## config.mk

```make
export PLATFORM = sky130hd
export DESIGN_NAME = ifetch_queue
export DESIGN_NICKNAME = d
export VERILOG_FILES = /design/src/rtl/ifetch_pkg.sv /design/src/rtl/ifetch_queue_fifo.sv /design/src/rtl/ifetch_queue.sv
export SDC_FILE = /design/constraint.sdc
export NUM_CORES = 1
export LEC_CHECK = 0
export CAP_MARGIN = 40
export CORE_AREA = 5 5 268 270
export DETAILED_ROUTE_END_ITERATION = 7
export DIE_AREA = 0 0 273 275
export SLEW_MARGIN = 20
export SYNTH_ARGS = -nofsm -noshare
export SYNTH_HDL_FRONTEND = slang
export SYNTH_SLANG_ARGS = --single-unit
```

## constraint.sdc

```tcl
create_clock -name clk -period 9.5 [get_ports clk]
set_input_delay 1.425 -clock clk [delete_from_list [all_inputs] [get_ports clk]]
set_output_delay 1.425 -clock clk [all_outputs]
set_load 0.02 [all_outputs]
```

## src/rtl/ifetch_pkg.sv

```systemverilog
// Shared types and constants for the instruction fetch queue.
// The package covers the fetch state, the redirect kinds and the redirect priority decode.
package ifetch_pkg;

   localparam int XLEN_DEFAULT = 32;
   localparam int INST_BYTES   = 4;

   typedef enum logic {
      RUN,
      FAULT
   } fetch_state_t;

   typedef enum logic [1:0] {
      REDIR_NONE,
      REDIR_BRANCH,
      REDIR_JAL,
      REDIR_JALR
   } redir_kind_t;

   // jalr wins over jal, and jal wins over a taken branch.
   function automatic redir_kind_t redir_decode(input logic branch, input logic jal,
                                                input logic jalr);
      if (jalr)
         return REDIR_JALR;
      if (jal)
         return REDIR_JAL;
      if (branch)
         return REDIR_BRANCH;
      return REDIR_NONE;
   endfunction

endpackage

```

## src/rtl/ifetch_queue_fifo.sv

```systemverilog
// Synchronous FIFO with occupancy count and a single-cycle flush.
// Flush overrides a push or pop in the same cycle.
module sync_fifo #(
   parameter int WIDTH = 32,
   parameter int DEPTH = 4
) (
   input  logic                     clk,
   input  logic                     rst_n,
   input  logic                     flush,
   input  logic                     push,
   input  logic [WIDTH-1:0]         push_data,
   input  logic                     pop,
   output logic [WIDTH-1:0]         pop_data,
   output logic [$clog2(DEPTH):0]   count
);

   localparam int AW = $clog2(DEPTH);
   localparam int CW = AW + 1;

   logic [WIDTH-1:0] mem [DEPTH];
   logic [AW-1:0]    wr_ptr;
   logic [AW-1:0]    rd_ptr;
   logic [CW-1:0]    cnt;
   logic             full;
   logic             empty;
   logic             do_push;
   logic             do_pop;

   assign full     = (cnt == CW'(DEPTH));
   assign empty    = (cnt == '0);
   assign do_pop   = pop && !empty;
   assign do_push  = push && (!full || do_pop);
   assign pop_data = mem[rd_ptr];
   assign count    = cnt;

   always_ff @(posedge clk) begin
      if (!rst_n || flush) begin
         wr_ptr <= '0;
         rd_ptr <= '0;
         cnt    <= '0;
      end else begin
         if (do_push) begin
            mem[wr_ptr] <= push_data;
            wr_ptr      <= wr_ptr + AW'(1);
         end
         if (do_pop)
            rd_ptr <= rd_ptr + AW'(1);
         cnt <= cnt + CW'(do_push) - CW'(do_pop);
      end
   end

endmodule

```

## src/rtl/ifetch_queue.sv

```systemverilog
// Fetch unit: issues word fetches under a credit limit and queues returned instructions with their PCs.
// Redirects flush queued and in-flight work; a misaligned target parks the unit in FAULT.
module ifetch_queue
   import ifetch_pkg::*;
#(
   parameter int              XLEN     = XLEN_DEFAULT,
   parameter logic [XLEN-1:0] RESET_PC = '0,
   parameter int              FQ_DEPTH = 4
) (
   input  logic            clk,
   input  logic            rst_n,
   output logic            imem_req_valid,
   input  logic            imem_req_ready,
   output logic [XLEN-1:0] imem_req_addr,
   input  logic            imem_rsp_valid,
   input  logic [31:0]     imem_rsp_data,
   input  logic            redir_branch,
   input  logic            redir_jal,
   input  logic            redir_jalr,
   input  logic [XLEN-1:0] redir_pc,
   input  logic [XLEN-1:0] rs1,
   input  logic [XLEN-1:0] imm,
   output logic            inst_valid,
   input  logic            inst_ready,
   output logic [31:0]     inst_data,
   output logic [XLEN-1:0] inst_pc,
   output logic            fetch_fault,
   output logic [XLEN-1:0] fault_addr
);

   localparam int            CW        = $clog2(FQ_DEPTH) + 1;
   localparam logic [CW:0]   DEPTH_LIM = (CW + 1)'(FQ_DEPTH);

   fetch_state_t       state;
   fetch_state_t       state_next;
   redir_kind_t        kind;
   logic [XLEN-1:0]    fetch_pc;
   logic [XLEN-1:0]    target;
   logic               redir;
   logic               target_bad;
   logic [CW-1:0]      in_flight;
   logic [CW-1:0]      in_flight_next;
   logic [CW-1:0]      drop_cnt;
   logic [CW-1:0]      q_count;
   logic [CW-1:0]      tag_count;
   logic [CW:0]        occupancy;
   logic               req_hs;
   logic               rsp_push;
   logic               q_pop;
   logic               q_empty;
   logic [XLEN-1:0]    tag_pc;
   logic [XLEN+31:0]   q_head;
   logic [XLEN+31:0]   head_hold;

   // Redirect target: jalr clears bit 0 of rs1+imm, the others are PC-relative.
   always_comb begin
      kind   = redir_decode(redir_branch, redir_jal, redir_jalr);
      target = redir_pc + imm;
      if (kind == REDIR_JALR)
         target = (rs1 + imm) & ~XLEN'(1);
   end

   assign redir      = (kind != REDIR_NONE);
   assign target_bad = target[1];

   always_comb begin
      state_next = state;
      if (redir)
         state_next = target_bad ? FAULT : RUN;
   end

   // Queued entries plus outstanding requests never exceed the queue depth, so a response always has room.
   assign occupancy      = {1'b0, q_count} + {1'b0, in_flight};
   assign imem_req_valid = rst_n && (state == RUN) && (occupancy < DEPTH_LIM);
   assign imem_req_addr  = fetch_pc;
   assign req_hs         = imem_req_valid && imem_req_ready;
   assign in_flight_next = in_flight + CW'(req_hs) - CW'(imem_rsp_valid);
   assign rsp_push       = imem_rsp_valid && (drop_cnt == '0) && !redir && (tag_count != '0);
   assign q_empty        = (q_count == '0);
   assign q_pop          = inst_valid && inst_ready;
   assign fetch_fault    = (state == FAULT);

   always_ff @(posedge clk) begin
      if (!rst_n) begin
         state      <= RUN;
         fetch_pc   <= RESET_PC;
         in_flight  <= '0;
         drop_cnt   <= '0;
         fault_addr <= '0;
      end else begin
         state     <= state_next;
         in_flight <= in_flight_next;
         if (redir) begin
            drop_cnt <= in_flight_next;
            if (target_bad)
               fault_addr <= target;
            else
               fetch_pc <= target;
         end else begin
            if (imem_rsp_valid && (drop_cnt != '0))
               drop_cnt <= drop_cnt - CW'(1);
            if (req_hs)
               fetch_pc <= fetch_pc + XLEN'(INST_BYTES);
         end
      end
   end

   sync_fifo #(
      .WIDTH (XLEN),
      .DEPTH (FQ_DEPTH)
   ) u_tag_q (
      .clk       (clk),
      .rst_n     (rst_n),
      .flush     (redir),
      .push      (req_hs && !redir),
      .push_data (fetch_pc),
      .pop       (rsp_push),
      .pop_data  (tag_pc),
      .count     (tag_count)
   );

   sync_fifo #(
      .WIDTH (XLEN + 32),
      .DEPTH (FQ_DEPTH)
   ) u_inst_q (
      .clk       (clk),
      .rst_n     (rst_n),
      .flush     (redir),
      .push      (rsp_push),
      .push_data ({tag_pc, imem_rsp_data}),
      .pop       (q_pop),
      .pop_data  (q_head),
      .count     (q_count)
   );

   // Keeps the last presented head so decode sees stable data while the queue is empty.
   always_ff @(posedge clk) begin
      if (!rst_n)
         head_hold <= '0;
      else if (!q_empty)
         head_hold <= q_head;
   end

   assign inst_valid = !q_empty;
   assign inst_pc    = q_empty ? head_hold[XLEN+31:32] : q_head[XLEN+31:32];
   assign inst_data  = q_empty ? head_hold[31:0] : q_head[31:0];

endmodule

```

# Word-level counts from Yosys, hierarchy flattened
# Memories as Yosys holds them, arrays and structs flattened. A register that Yosys moved wholly into a read port is not among the register bits.
# Cells that the tools add are included.
op_classes:
  addsub: 15
  n_reduce_logical: 32
  muxes: 31
  n_eq_ne: 4
  bitwise: 1
  n_lt_le_gt_ge: 1
op_table:
  columns: ["operator", "count"]
  rows:
  - ["$mux 32", 6]
  - ["$add 32x32->32", 2]
  - ["$add 32x3->32 const B", 1]
  - ["$mux 2", 10]
  - ["$logic_and 1x1->1", 13]
  - ["$mux 1", 13]
  - ["$add 3x1->3", 3]
  - ["$logic_not 3->1", 3]
  - ["$sub 3x1->3", 3]
  - ["$add 2x1->2 const B", 4]
  - ["$eq 3x3->1 const B", 2]
  - ["$logic_not 1->1", 6]
  - ["$mux 3", 2]
  - ["$reduce_bool 2->1", 3]
  - ["$reduce_bool 3->1", 2]
  - ["$add 3x3->4", 1]
  - ["$lt 4x3->1 const B", 1]
  - ["$reduce_and 2->1", 2]
  - ["$logic_or 1x1->1", 3]
  - ["$sub 3x1->3 const B", 1]
  - ["$eq 2x2->1 const B", 1]
  - ["$ne 2x2->1 const B", 1]
  - ["$not 1->1", 1]
word_totals:
  register_bits: 149
  elab_cells: 98
  ramBits: 384
  memories: 2
  out_inout_bits: 131
  in_bits: 136
memory_table:
  columns: ["name", "depth", "word_bits", "rd", "rd_clocked_by_memory_dff", "write_ports", "line_no", "rtl"]
  rows:
  - ["u_inst_q.mem", 4, 64, 1, 1, 1, "ifetch_queue_fifo.sv:20", "logic [WIDTH-1:0] mem [DEPTH];"]
  - ["u_tag_q.mem", 4, 32, 1, 1, 1, "ifetch_queue_fifo.sv:20", null]

# Depth between registers and ports, before layout
logic_depth:
  ltp_word: 17
  depth_mapped: 15
  ltp_nobuf: 14

# By module
# Synthesis repeated with hierarchy kept, for this count alone.
hier_totals:
  hier_cells: 1748
  area_unflattened_um2: 24158.2
modules_own_cells:
  columns: ["module", "area_each_um2", "instances", "seq_area_each_um2", "cells_per_inst"]
  rows:
  - ["sync_fifo at u_inst_q", 9675.5, 1, 7867.5, 381]
  - ["ifetch_queue", 9405.3, 1, 2682.6, 1153]
  - ["sync_fifo at u_tag_q", 5077.4, 1, 4023.9, 214]

# Worst setup path after synthesis
# OpenSTA, ideal clock, no wires.
synth_timing:
  kind: "input to register"
  start: "input redir_jalr"
  end: "memory u_inst_q.mem[0][0] (netlist bit) (enable)"
  setup_time_ps: 428
  path_slack_ps: 4619
  cell_stages: 7
  t_arrival_ps: 4453
  path_cell_list: "clkbuf_1 or3_1 clkbuf_1 nor4b_2 o41a_1 and3_1 and2_1"
synth_between:
  elab_chain_len: 10
  elab_cells_between_ends: 11
synth_rtl:
  columns: ["item", "line_no", "rtl"]
  rows:
  - ["start, declared", "ifetch_queue.sv:19", "input logic redir_jalr,"]
  - ["$mux 1", "ifetch_pkg.sv:23", "if (jalr)"]
  - ["$mux 2", "ifetch_pkg.sv:25", "if (jal)"]
  - ["$reduce_bool 2->1", "ifetch_queue.sv:63", "assign redir = (kind != REDIR_NONE);"]
  - ["$logic_not 1->1", "ifetch_queue.sv:78", "assign rsp_push = imem_rsp_valid && (drop_cnt == '0) && !redir && (tag_count != '0);"]
  - ["$logic_and 1x1->1 (2 in series)", "ifetch_queue.sv:78", null]
  - ["$logic_and 1x1->1", "ifetch_queue_fifo.sv:32", "assign do_push = push && (!full || do_pop);"]
  - ["net u_inst_q.do_push", "ifetch_queue_fifo.sv:26", "logic do_push;"]
  - ["$mux 1", "ifetch_queue_fifo.sv:42", "if (do_push) begin"]
  - ["$mux 1", "ifetch_queue_fifo.sv:37", "if (!rst_n || flush) begin"]
  - ["$mux 1 (not written as such)", "ifetch_queue_fifo.sv:43", "mem[wr_ptr] <= push_data;"]
  - ["end, declared", "ifetch_queue_fifo.sv:20", null]
# The timed path passes the listed nets, and every way through them passes these cells.

==> results.toml <==
[run_status]
status = "complete, no violations"

[die]
coreArea_mm2 = 0.0693
start_util_pct = 34.4
chipHeight_um = 275
io_pins = 267
core.rowCount = 97
die-area_mm2 = 0.0751
die_x_um = 273

[sta]
final.min_clock_period_ns = 4.94
rsz0062_at_grt = "false"
hold_viol = 0
fmax_mhz = 202
fin_skew_ns = 0.0240
finalSetupViolCount = 0
tightest_slew_ns = 0.826
drv_slew = 0
setup_tns_ns = 0
period_share_pct = 52.0
finalWorstSetupSlack_ns = 4.56
max-slew-margin-rel_pct = 44.9

[final_layout]
finalNetCount = 2226
fillerInstances = 6232
drive_gt1_share_pct = 15.1
mostFrequentLayoutCells = "376 x edfxtp_1, 263 x clkdlybuf4s50_1, 147 x dfxtp_1"
seq_area_mm2 = 0.0143
multi_input_area_mm2 = 0.00910
area_growth_pct = 24.1
mostFrequentLayoutCell = "edfxtp_1"
final_cell_area_mm2 = 0.0296

[synth]
synth_edf_count = 376
synthTopCellsByArea = "edfxtp_1 47%, dfxtp_1 13%, mux4_2 8.9%"
synthesis.area_mm2 = 0.0239
avgSynthCellArea_um2 = 13.7
synth_top_area_share_pct = 47.3
syn_inst = 1746
synth-warning-count = 0
synth_top_cell_by_area = "edfxtp_1"
ys.flop_type = "edfxtp_1"
synth-seq-cells = 527
ys_types = 83
ys_async_sr_fraction_pct = 0
ys_seq_area_share_pct = 60.0

[global_routing]
track_usage_pct = 16.4
grt_max_degree = 64
grt_overflow = 0
grt_pass1_wl_um = 96000
met2_usage_pct = 27.9
met1_usage_pct = 21.6
grt_busiest_layer = "met2"
grtUsageMet3_pct = 3.10
grt_pass1_vias = 15813
antenna_found_initial = 0

[cts]
path_clk_slew_ns = 0.06
h-tree-depth = 2
clock-sinks = 527
cts-root-buf = "clkbuf_16"
post_cts_resize_count = 0
cts_tree = "built"
cts_hold_buffers = 0
cts_max_path_buffers = 3
numCtsBuffers = 55
post-cts-setup-buffers = 0
clock_latency_ns = 0.61

[setup_path]
cp.required_ns = 8.08
rrSetupSlack_ns = 5.46
critical_path.cell_chain = "buf_4 > mux4_2 > mux2_2 > clkdlybuf4s50_1"
cp_slowest_stage_delay_ns = 0.81
endpoint_kind = "output port"
start_kind = "flip-flop"
crit_fanout = 35
arrival_ns = 3.52
crit_type = "reg -> out"
crit_slowest_cell = "dfxtp_4"

[placed_design]
place_congestion = 0.920
hpwl_um = 45100
io_buffers = 264
dp_slack_ns = 3.75
dpl_cell_area_mm2 = 0.0277

[pwr]
p_comb_share_pct = 13.2
powerDensity_mw_per_mm2 = 187
power_frac_clock_pct = 39.4
p_sw_share_pct = 25.2
p_switching_w = 0.00139
p_seq_share_pct = 47.4
power_w = 0.00553
p_int_w = 0.00414
ir_worst_vdd_mv = 0.159
leakagePower_nw = 10.1

[detailed_routing]
vias_per_cell = 5.18
drtPass1Iterations = 5
wl_um = 63600
ant_nets = 0
wl_per_cell_um = 21.3
vias = 15507
initialDrtViolationCount = 1295
drc = 0

[flow_run]
drv_cap = 0

[min_path]
hp-class = "reg -> reg"
## worst max-delay path, delay by kind of cell, from the launching register on
family	cells	cell delay, ns
buffers and inverters	2	1.18
flip-flops	1	0.81
multiplexers	2	0.89
## layer usage
metal  up-vias  part of all wire, %
met3        93                  5.9
met1      7680                   43
met2       516                   49
li1       7218                    -
met4         0                  2.5
met5         -                    0
## kinds of logic (layout without fill, tap and decap cells)
logic type	after synthesis	in the layout	synth area share (%)
AOI/OAI and AO/OA	354	354	9.71
DFF	527	527	60.0
other	1	3	0.0157
muxes	170	170	12.4
buffers and inverters	121	424	1.98
and+or+nand+nor	422	422	8.87
xor gates and xnor gates	67	67	2.46
adders and majority gates	84	84	4.56
## Yosys cell counts, types with 8 or more instances
cell,number
xor2_1,24
a211oi_1,25
nor3_1,28
a21o_1,30
o211ai_1,9
nand3_1,31
nor4_1,8
nand4_1,20
nand2_1,91
and2_1,76
xnor2_1,43
buf_2,9
buf_1,8
a31oi_1,19
dfxtp_1,151
mux4_2,94
mux2i_1,10
o22ai_1,12
ha_1,79
nor2_1,110
clkbuf_1,69
inv_1,32
o21a_1,12
and3_1,13
o31ai_1,9
o21ai_0,74
mux2_2,66
a21oi_1,95
nor2b_1,9
edfxtp_1,376
## state kept, by name, summed over array words and instances, names as in the netlist, 3 cells and up, named ones only
signal          flops
drop_cnt            3
fault_addr         32
head_hold          63
imem_req_addr      31
in_flight           3
u_inst_q.count      3
u_inst_q.mem      252
u_tag_q.count       3
u_tag_q.mem       124
## layout make-up
| cell class | instances | area share [%] |
|---|---|---|
| Antenna cell | 1 | 0.00845 |
| Clock buffer | 74 | 5.09 |
| Clock inverter | 27 | 1.18 |
| Inverter | 33 | 0.418 |
| Multi-Input combinational cell | 1099 | 30.8 |
| Sequential cell | 527 | 48.4 |
| Tap cell | 940 | 3.97 |
| Timing Repair Buffer | 290 | 10.2 |
## stage by stage
step / utilization, % / instances / hold WS [ns]
floorplan: - / 1747 / 0.485
global placement: 39.7 / 2878 / 0.498
detailed placement: 39.9 / 2886 / 0.495
CTS: 42.6 / 2987 / 0.509
global route: 42.7 / 2990 / 0.534
finish: 42.7 / 2991 / 0.506
## power by group through the flow
stage          Clock, W  Combinational (W)  Sequential (W)
4_1_cts         0.00225           0.000730         0.00262
5_1_grt         0.00234           0.000789         0.00263
6_report        0.00218           0.000730         0.00262
3_5_place_dp          0           0.000725         0.00267
2_1_floorplan         0           0.000371         0.00267
3_3_place_gp          0           0.000720         0.00266
## path summary, 6_finish.rpt
path,startpoint,end,cells after the start
worst max-delay path,flip-flop,inst_data[12],4
worst min-delay path,fault_addr[0],fault_addr[0],2
worst max register to register,u_inst_q.count[2],u_tag_q.mem[2][14],8
worst min register to register,fault_addr[0],fault_addr[0],2
Note: power is estimated with default switching activity, not from simulation.
